**config.mk**
```make
export PLATFORM = sky130hd
export DESIGN_NAME = rr_mux_4to1
export DESIGN_NICKNAME = d
export VERILOG_FILES = /design/src/rtl/rr_mux_4to1.sv
export SDC_FILE = /design/constraint.sdc
export NUM_CORES = 1
export LEC_CHECK = 0
export BUFFER_PORTS_ARGS = -buffer_cell sky130_fd_sc_hd__buf_2
export CAP_MARGIN = 0
export CORE_UTILIZATION = 55
export DETAILED_ROUTE_END_ITERATION = 16
export GPL_ROUTABILITY_DRIVEN = 0
export GPL_TIMING_DRIVEN = 0
export HOLD_SLACK_MARGIN = 0.03
export PLACE_DENSITY = 0.86
export SYNTH_ARGS = -nofsm -noshare
export SYNTH_HDL_FRONTEND = slang
export SYNTH_SLANG_ARGS = --single-unit
```
**constraint.sdc**
```tcl
create_clock -name clk -period 6.6 [get_ports clk]
set_input_delay 1.98 -clock clk [delete_from_list [all_inputs] [get_ports clk]]
set_output_delay 1.98 -clock clk [all_outputs]
set_load 0.01 [all_outputs]
```
**src/rtl/rr_mux_4to1.sv**
```systemverilog
// Four-channel round-robin collector with a registered output stage.
// Each beat carries its source index, and packets may lock the grant until in_last.
module rr_mux_4to1 #(
    parameter int DATA_W  = 8,
    parameter bit LOCK_EN = 1'b1
) (
    input  logic                  clk,
    input  logic                  rst,
    input  logic [4*DATA_W-1:0]   in_data,
    input  logic [3:0]            in_valid,
    input  logic [3:0]            in_last,
    output logic [3:0]            in_ready,
    output logic [DATA_W-1:0]     out_data,
    output logic [1:0]            out_sel,
    output logic                  out_last,
    output logic                  out_valid,
    input  logic                  out_ready
);

    typedef enum logic {ARB, HOLD} state_t;

    state_t             state_reg, state_next;
    logic [1:0]         owner_reg, owner_next;
    logic [1:0]         last_grant_reg, last_grant_next;
    logic [3:0]         grant;
    logic [1:0]         grant_idx;
    logic [1:0]         scan_idx;
    logic               found;
    logic               load_en;
    logic               xfer;
    logic [DATA_W-1:0]  chan_data [4];

    genvar gi;
    generate
        for (gi = 0; gi < 4; gi++) begin : g_chan
            assign chan_data[gi] = in_data[gi*DATA_W +: DATA_W];
        end
    endgenerate

    // Scan starts one past the last served channel so every requester gets a turn.
    always_comb begin
        grant     = 4'b0000;
        grant_idx = 2'd0;
        scan_idx  = 2'd0;
        found     = 1'b0;
        if (state_reg == HOLD) begin
            if (in_valid[owner_reg]) begin
                grant[owner_reg] = 1'b1;
                grant_idx        = owner_reg;
            end
        end else begin
            for (int k = 1; k <= 4; k++) begin
                scan_idx = last_grant_reg + 2'(k);
                if (!found && in_valid[scan_idx]) begin
                    found           = 1'b1;
                    grant[scan_idx] = 1'b1;
                    grant_idx       = scan_idx;
                end
            end
        end
    end

    assign load_en  = ~out_valid | out_ready;
    assign in_ready = (load_en && !rst) ? grant : 4'b0000;
    assign xfer     = |(in_valid & in_ready);

    always_comb begin
        state_next      = state_reg;
        owner_next      = owner_reg;
        last_grant_next = last_grant_reg;
        if (xfer) begin
            case (state_reg)
                ARB: begin
                    if (in_last[grant_idx] || !LOCK_EN) begin
                        last_grant_next = grant_idx;
                    end else begin
                        state_next = HOLD;
                        owner_next = grant_idx;
                    end
                end
                HOLD: begin
                    if (in_last[owner_reg]) begin
                        state_next      = ARB;
                        last_grant_next = owner_reg;
                    end
                end
                default: state_next = ARB;
            endcase
        end
    end

    always_ff @(posedge clk) begin
        if (rst) begin
            state_reg      <= ARB;
            owner_reg      <= 2'd0;
            last_grant_reg <= 2'd3;
        end else begin
            state_reg      <= state_next;
            owner_reg      <= owner_next;
            last_grant_reg <= last_grant_next;
        end
    end

    // Accept and forward share the same cycle, so back-to-back beats leave no bubble.
    always_ff @(posedge clk) begin
        if (rst) begin
            out_valid <= 1'b0;
            out_data  <= '0;
            out_sel   <= 2'd0;
            out_last  <= 1'b0;
        end else if (load_en) begin
            out_valid <= xfer;
            if (xfer) begin
                out_data <= chan_data[grant_idx];
                out_sel  <= grant_idx;
                out_last <= in_last[grant_idx];
            end
        end
    end

endmodule
```
==> results of run 1 <==
through the flow:
stage	hold WS [ns]	cells	instance area (um2)	setup slack [ns]
floorplan	0.481	205	1770	1.13
global placement	0.451	306	2110	0.807
detailed placement	0.465	306	2110	0.802
CTS	0.479	310	2130	0.796
global route	0.509	310	2130	0.665
finish	0.478	310	2130	0.780
final timing paths:
kind	end
hold / removal	out_last$_SDFFE_PP0P_
setup / recovery	in_ready[2]
hold reg to reg	out_last$_SDFFE_PP0P_
setup reg to reg	out_data[5]$_SDFFE_PP0P_
cells in the final DEF (no fill, tap or decap), drive strengths merged, types with 3 or more instances in the layout:
cell type and n:
inv 6, nand2 14, a21oi 8, nor2 25, o21ai 9, clkbuf 10, nand3b 6, ha 8
dfxtp 17, mux4 5, a211oi 3, nor2b 5, a31oi 4, nor3 4, a21boi 3, and2 3
a2111oi 3, mux2i 41, buf 66
worst register-to-register path, delay by kind of cell, from the launching register on:
kind                     cells  cell delay, ns
AO/OA/AOI/OAI                2            0.93
adder cells (fa/ha/maj)      1            0.29
buffers and inverters        4            0.99
flip-flops                   1            0.52
multiplexers                 2            0.68
AND/OR/NAND/NOR              1            0.06
power groups by stage:
stage	combinational, mW	clock [mW]	sequential [mW]
2_1_floorplan	0.400	0	0.185
3_3_place_gp	0.523	0	0.175
3_5_place_dp	0.539	0	0.175
4_1_cts	0.541	0.0544	0.174
5_1_grt	0.594	0.0579	0.181
6_report	0.543	0.0545	0.174
final cells by class:
type                    count  share of cell area
clock buffers               3              0.0106
inverters                   6              0.0106
plain buffers              16              0.0369
repair buffers             57               0.134
multi-input cells         166               0.621
clock inverters             1             0.00234
well taps                  44              0.0258
flip-flops and latches     17               0.159
cells by family (layout without fill, tap and decap cells):
logic type | count (synthesis) | in the layout | share of synthesized area
compound gates | 45 | 45 | 0.206
fa+ha+maj | 8 | 8 | 0.0567
buf+inv | 22 | 83 | 0.0574
flops | 17 | 17 | 0.193
mux | 46 | 46 | 0.296
simple gates | 67 | 67 | 0.191
layer usage:
metal  track usage  routed length, um
met1         0.340               1870
met2         0.507               2240
met3        0.0396                232
met4        0.0510                 57
met5             0                  0
==> out/qor.txt, run 1 <==
Antenna fix cells: 0
Switching share of power: 0.462
Number of clock sinks: 17
Crit path buf inv count: 2
Comb power frac: 0.704
Hold buffer count at cts: 0
Share of cells above drive strength 1: 0.286
Starting Density: 0.579
Worst EP arrival: 3.84 ns
Crit-path most repeated cell: buf_2
Die Area: 3440 um2
Leak: 1.01 nW
CP max FO: 9
Post-synth top cells: mux2i_1 (41), nor2_1 (25), dfxtp_1 (17)
Internal power: 0.415 mW
TritonCTS clock tree: built
Stages on the worst setup path: 7
Initial antenna violation count: 0
Worst setup startpoint: in_valid[0]
RSZ-0062 raised after global routing: false
Synthesized area per cell: 8.62 um2
Fin. Hold Viols: 0
Reg clk slew, reported paths: 0.10 ns
Main flop type after synthesis: dfxtp_1
Net switching component of the power: 0.356 mW
Critical Path RT: 4.62 ns
Synth warn: 0
Vias: 1810
Setup TNS: 0 ns
Clk pwr share: 0.071
Reg2Reg Launch Point: last_grant_reg[0]$_SDFFE_PP1P_
Total power: 0.772 mW
Min-Delay Path Class: reg2reg
Tcrit/Tclk final: 0.882
Peak supply drop: 0.000244 V
CP top delay family: compound AO/OA/AOI/OAI gates
Distinct cell type count after synthesis: 45
Clk_lat worst skew: 0.29 ns
Post-CTS setup buffer count: 0
Total wire length: 4.40 mm
Maxcap violations: 0
Post-route antenna net violation count: 0
Setup Viol. Count Final: 0
Critical Path Max Stage Delay: 0.56 ns
Register share of total power: 0.226
H-tree levels: 1
Vias in the first global route: 1653
DRT Pass-1 Iters: 4
Worst Setup End Kind: output port
GR Util All Layers: 0.274
Power Dens Cells: 361 nW/um2
FF-to-FF path depth: 10
Yosys reg bits: 17
Hold Startpoint: out_last$_SDFFE_PP0P_
Max reg flops: 8
Dpl hpwl: 3.49 mm
DR iter-0 viols: 60
Worst setup SP type: input pin
Worst R2R Setup Slack: 3.00 ns
Inserted Clock Buffers: 3
Pins Over Slew Limit: 0
Register area share after synthesis: 0.193
Vias per cell: 5.84
Max Clock Skew: 0.00875 ns
Netlist area before placement: 1770 um2
Filler Cells Inserted: 273
First-pass GRT wire length: 7.42 mm
Average wire per standard cell: 14.2 um
Synth top area share: 0.232
Most common cell in the netlist: mux2i_1
Drc violations: 0
Final net count: 318
Die width: 58.7 um
Minimum clock period: 5.82 ns
Post-layout util: 0.699
Worst hold stages: 2
Worst slew pin tran: 0.583 ns
Syn Inst Count: 205
Crit-path cells: buf_2, or3b_1, a2111oi_4, o21ai_1, o2111a_1, a211oi_1, buf_2
CTS resizes: 0
Ys async rst share: 0
Largest cells by area after synthesis: mux2i_1 (23%), dfxtp_1 (19%), mux4_2 (6.4%)
Core Region: 3050 um2
Register Area: 340 um2
Slew HR: 0.610
CTS root buffer: clkbuf_4
Critical path class: in2out
Clock tree buffer depth: 2
Area of the multi-input gates: 1330 um2
Largest net degree at the start of global routing: 11
Die Ht: 58.7 um
Layout area overhead: 20.8%
Area leader, netlist: mux2i_1
Post-Syn Nets: 256
Largest Register: out_data
Post-synth EDFFs: 0
Total congestion overflow: 0
Core Rows: 20
Slowest CP cell: a2111oi_4
Buffers on Ports: 57
IO Count: 59
Fmax: 172 MHz
Outcome: complete, no violations
No activity file was read; power rests on OpenSTA's default activity.
==> run 2, diff against run 1 <==
--- a/config.mk
+++ b/config.mk
@@ -7,12 +7,14 @@
 export LEC_CHECK = 0
 export BUFFER_PORTS_ARGS = -buffer_cell sky130_fd_sc_hd__buf_2
 export CAP_MARGIN = 0
-export CORE_UTILIZATION = 55
+export CELL_PAD_IN_SITES_DETAIL_PLACEMENT = 0
+export CELL_PAD_IN_SITES_GLOBAL_PLACEMENT = 2
+export CORE_UTILIZATION = 31
 export DETAILED_ROUTE_END_ITERATION = 16
 export GPL_ROUTABILITY_DRIVEN = 0
 export GPL_TIMING_DRIVEN = 0
 export HOLD_SLACK_MARGIN = 0.03
-export PLACE_DENSITY = 0.86
+export PLACE_DENSITY = 0.85
 export SYNTH_ARGS = -nofsm -noshare
 export SYNTH_HDL_FRONTEND = slang
 export SYNTH_SLANG_ARGS = --single-unit
==> run 2 against run 1 <==
Compared with the run above: clock skew decreased by 0.0075 ns; die area grew 74%; clock power rose by 45%; combinational power about the same; final area grew 2.5%; count of clock-buffer cells in the layout unchanged; hold slack worse by 0.019 ns; fmax shrank 1.8%; wire length up 4.3%; first-iteration DRC count is 53% higher; largest power group unchanged.
==> out/qor.txt, run 2 (synthesis gave the netlist of run 1 again) <==
Share of cells above drive strength 1: 0.286 (unchanged)
Register share of total power: 0.220 (was 0.226)
Buffers on Ports: 57 (unchanged)
Worst setup SP type: input pin (unchanged)
Clk pwr share: 0.099 (was 0.071)
Tcrit/Tclk final: 0.898 (was 0.882)
Initial antenna violation count: 0 (unchanged)
Worst slew pin tran: 0.593 ns (was 0.583 ns)
DRT Pass-1 Iters: 4 (unchanged)
Clk_lat worst skew: 0.25 ns (was 0.29 ns)
TritonCTS clock tree: built (unchanged)
Total power: 0.795 mW (was 0.772 mW)
Die Ht: 77.5 um (was 58.7 um)
Internal power: 0.435 mW (was 0.415 mW)
Dpl hpwl: 3.55 mm (was 3.49 mm)
Average wire per standard cell: 13.6 um (was 14.2 um)
Vias in the first global route: 1570 (was 1653)
GR Util All Layers: 0.157 (was 0.274)
Outcome: complete, no violations (unchanged)
Min-Delay Path Class: reg2reg (unchanged)
Drc violations: 0 (unchanged)
Minimum clock period: 5.92 ns (was 5.82 ns)
Fin. Hold Viols: 0 (unchanged)
Vias per cell: 5.15 (was 5.84)
Most frequent cells in the layout: buf_2 (60), mux2i_1 (41), nor2_1 (25), dfxtp_1 (17), nand2_1 (14) (unchanged)
Core Rows: 27 (was 20)
Hold buffer count at cts: 0 (unchanged)
Commonest non-fill, non-tap cell in the layout: buf_2 (unchanged)
Antenna fix cells: 0 (unchanged)
Clock tree buffer depth: 2 (unchanged)
Core Region: 5510 um2 (was 3050 um2)
Inserted Clock Buffers: 3 (unchanged)
DR iter-0 viols: 92 (was 60)
Reg clk slew, reported paths: 0.07 ns (was 0.10 ns)
Worst Setup End Kind: output port (unchanged)
Max reg flops: 8 (unchanged)
Critical Path RT: 4.62 ns (about the same)
Setup TNS: 0 ns (unchanged)
Number of clock sinks: 17 (unchanged)
Filler Cells Inserted: 593 (was 273)
Vias: 1741 (was 1810)
Net switching component of the power: 0.360 mW (was 0.356 mW)
Area of the multi-input gates: 1330 um2 (unchanged)
Total wire length: 4.59 mm (was 4.40 mm)
Die width: 77.5 um (was 58.7 um)
First-pass GRT wire length: 7.56 mm (was 7.42 mm)
CP max FO: 9 (unchanged)
Fmax: 169 MHz (was 172 MHz)
Final net count: 318 (unchanged)
Post-CTS setup buffer count: 0 (unchanged)
CTS resizes: 0 (unchanged)
Final worst setup slack: 0.675 ns (was 0.780 ns)
Post-layout util: 0.397 (was 0.699)
Post-route antenna net violation count: 0 (unchanged)
Critical path class: in2out (unchanged)
Setup Viol. Count Final: 0 (unchanged)
Worst EP arrival: 3.94 ns (was 3.84 ns)
Total congestion overflow: 0 (unchanged)
Maxcap violations: 0 (unchanged)
Worst slack, placed: 0.713 ns (was 0.802 ns)
Largest Register: out_data (unchanged)
RSZ-0062 raised after global routing: false (unchanged)
Switching share of power: 0.453 (was 0.462)
Max Clock Skew: 0.00120 ns (was 0.00875 ns)
Layout area overhead: 23.9% (was 20.8%)
Comb power frac: 0.681 (was 0.704)
Register Area: 340 um2 (unchanged)
Peak supply drop: 0.000138 V (was 0.000244 V)
CTS root buffer: clkbuf_8 (was clkbuf_4)
H-tree levels: 1 (unchanged)
Fin area: 2190 um2 (was 2130 um2)
Largest net degree at the start of global routing: 11 (unchanged)
Power Dens Cells: 363 nW/um2 (was 361 nW/um2)
Slew HR: 0.604 (was 0.610)
Starting Density: 0.321 (was 0.579)
Leak: 1.02 nW (was 1.01 nW)
Die Area: 6000 um2 (was 3440 um2)
Dpl cell area: 2140 um2 (was 2110 um2)
Pins Over Slew Limit: 0 (unchanged)
IO Count: 59 (unchanged)
run 2: cell counts in the layout (fill, tap and decap cells not counted):
Identical to the previous run, type by type.
run 2: cell type report:
class                      count  area share
clock buffer                   3      0.0189
multi-input combinational    166       0.605
timing repair buffer          57       0.130
tap                           72      0.0412
inverter                       6      0.0103
buffer                        16      0.0360
sequential                    17       0.156
clock inverter                 1     0.00229
run 2: per-stage QoR:
stage               hold WS (ns)  instances
floorplan                  0.481        205
global placement           0.445        334
detailed placement         0.448        334
CTS                        0.459        338
global route               0.489        338
finish                     0.459        338
run 2: path summary, 6_finish.rpt:
path | to | cells past startpoint | slack [ns] | start
hold reg to reg | out_last$_SDFFE_PP0P_ | 2 | 0.46 | out_last$_SDFFE_PP0P_
setup / recovery | in_ready[2] | 7 | 0.68 | in_valid[1]
setup reg to reg | last_grant_reg[1]$_SDFFE_PP1P_ | 10 | 3.03 | last_grant_reg[1]$_SDFFE_PP1P_
hold / removal | out_last$_SDFFE_PP0P_ | 2 | 0.46 | out_last$_SDFFE_PP0P_
run 2: worst max-delay path, stage by stage:
cell and delay (ns):
buf_2 0.13, or3b_1 0.40, a2111oi_4 0.58, o21ai_1 0.15, o2111a_1 0.23, a211oi_1 0.29, buf_2 0.18
run 2: power by group through the flow:
| stage | Sequential [mW] | Combinational, mW | Clock (mW) |
|---|---|---|---|
| floorplan | 0.185 | 0.400 | 0 |
| global placement | 0.175 | 0.548 | 0 |
| detailed placement | 0.176 | 0.546 | 0 |
| CTS | 0.175 | 0.547 | 0.0812 |
| global route | 0.180 | 0.596 | 0.0862 |
| finish | 0.175 | 0.542 | 0.0788 |
run 2: metal layers:
layer  track usage  up-vias  share of wire
met5             0        -              0
met4        0.0302        0         0.0083
met3        0.0329        4          0.044
met2         0.250       42           0.46
met1         0.218      820           0.49
li1              -      875              -
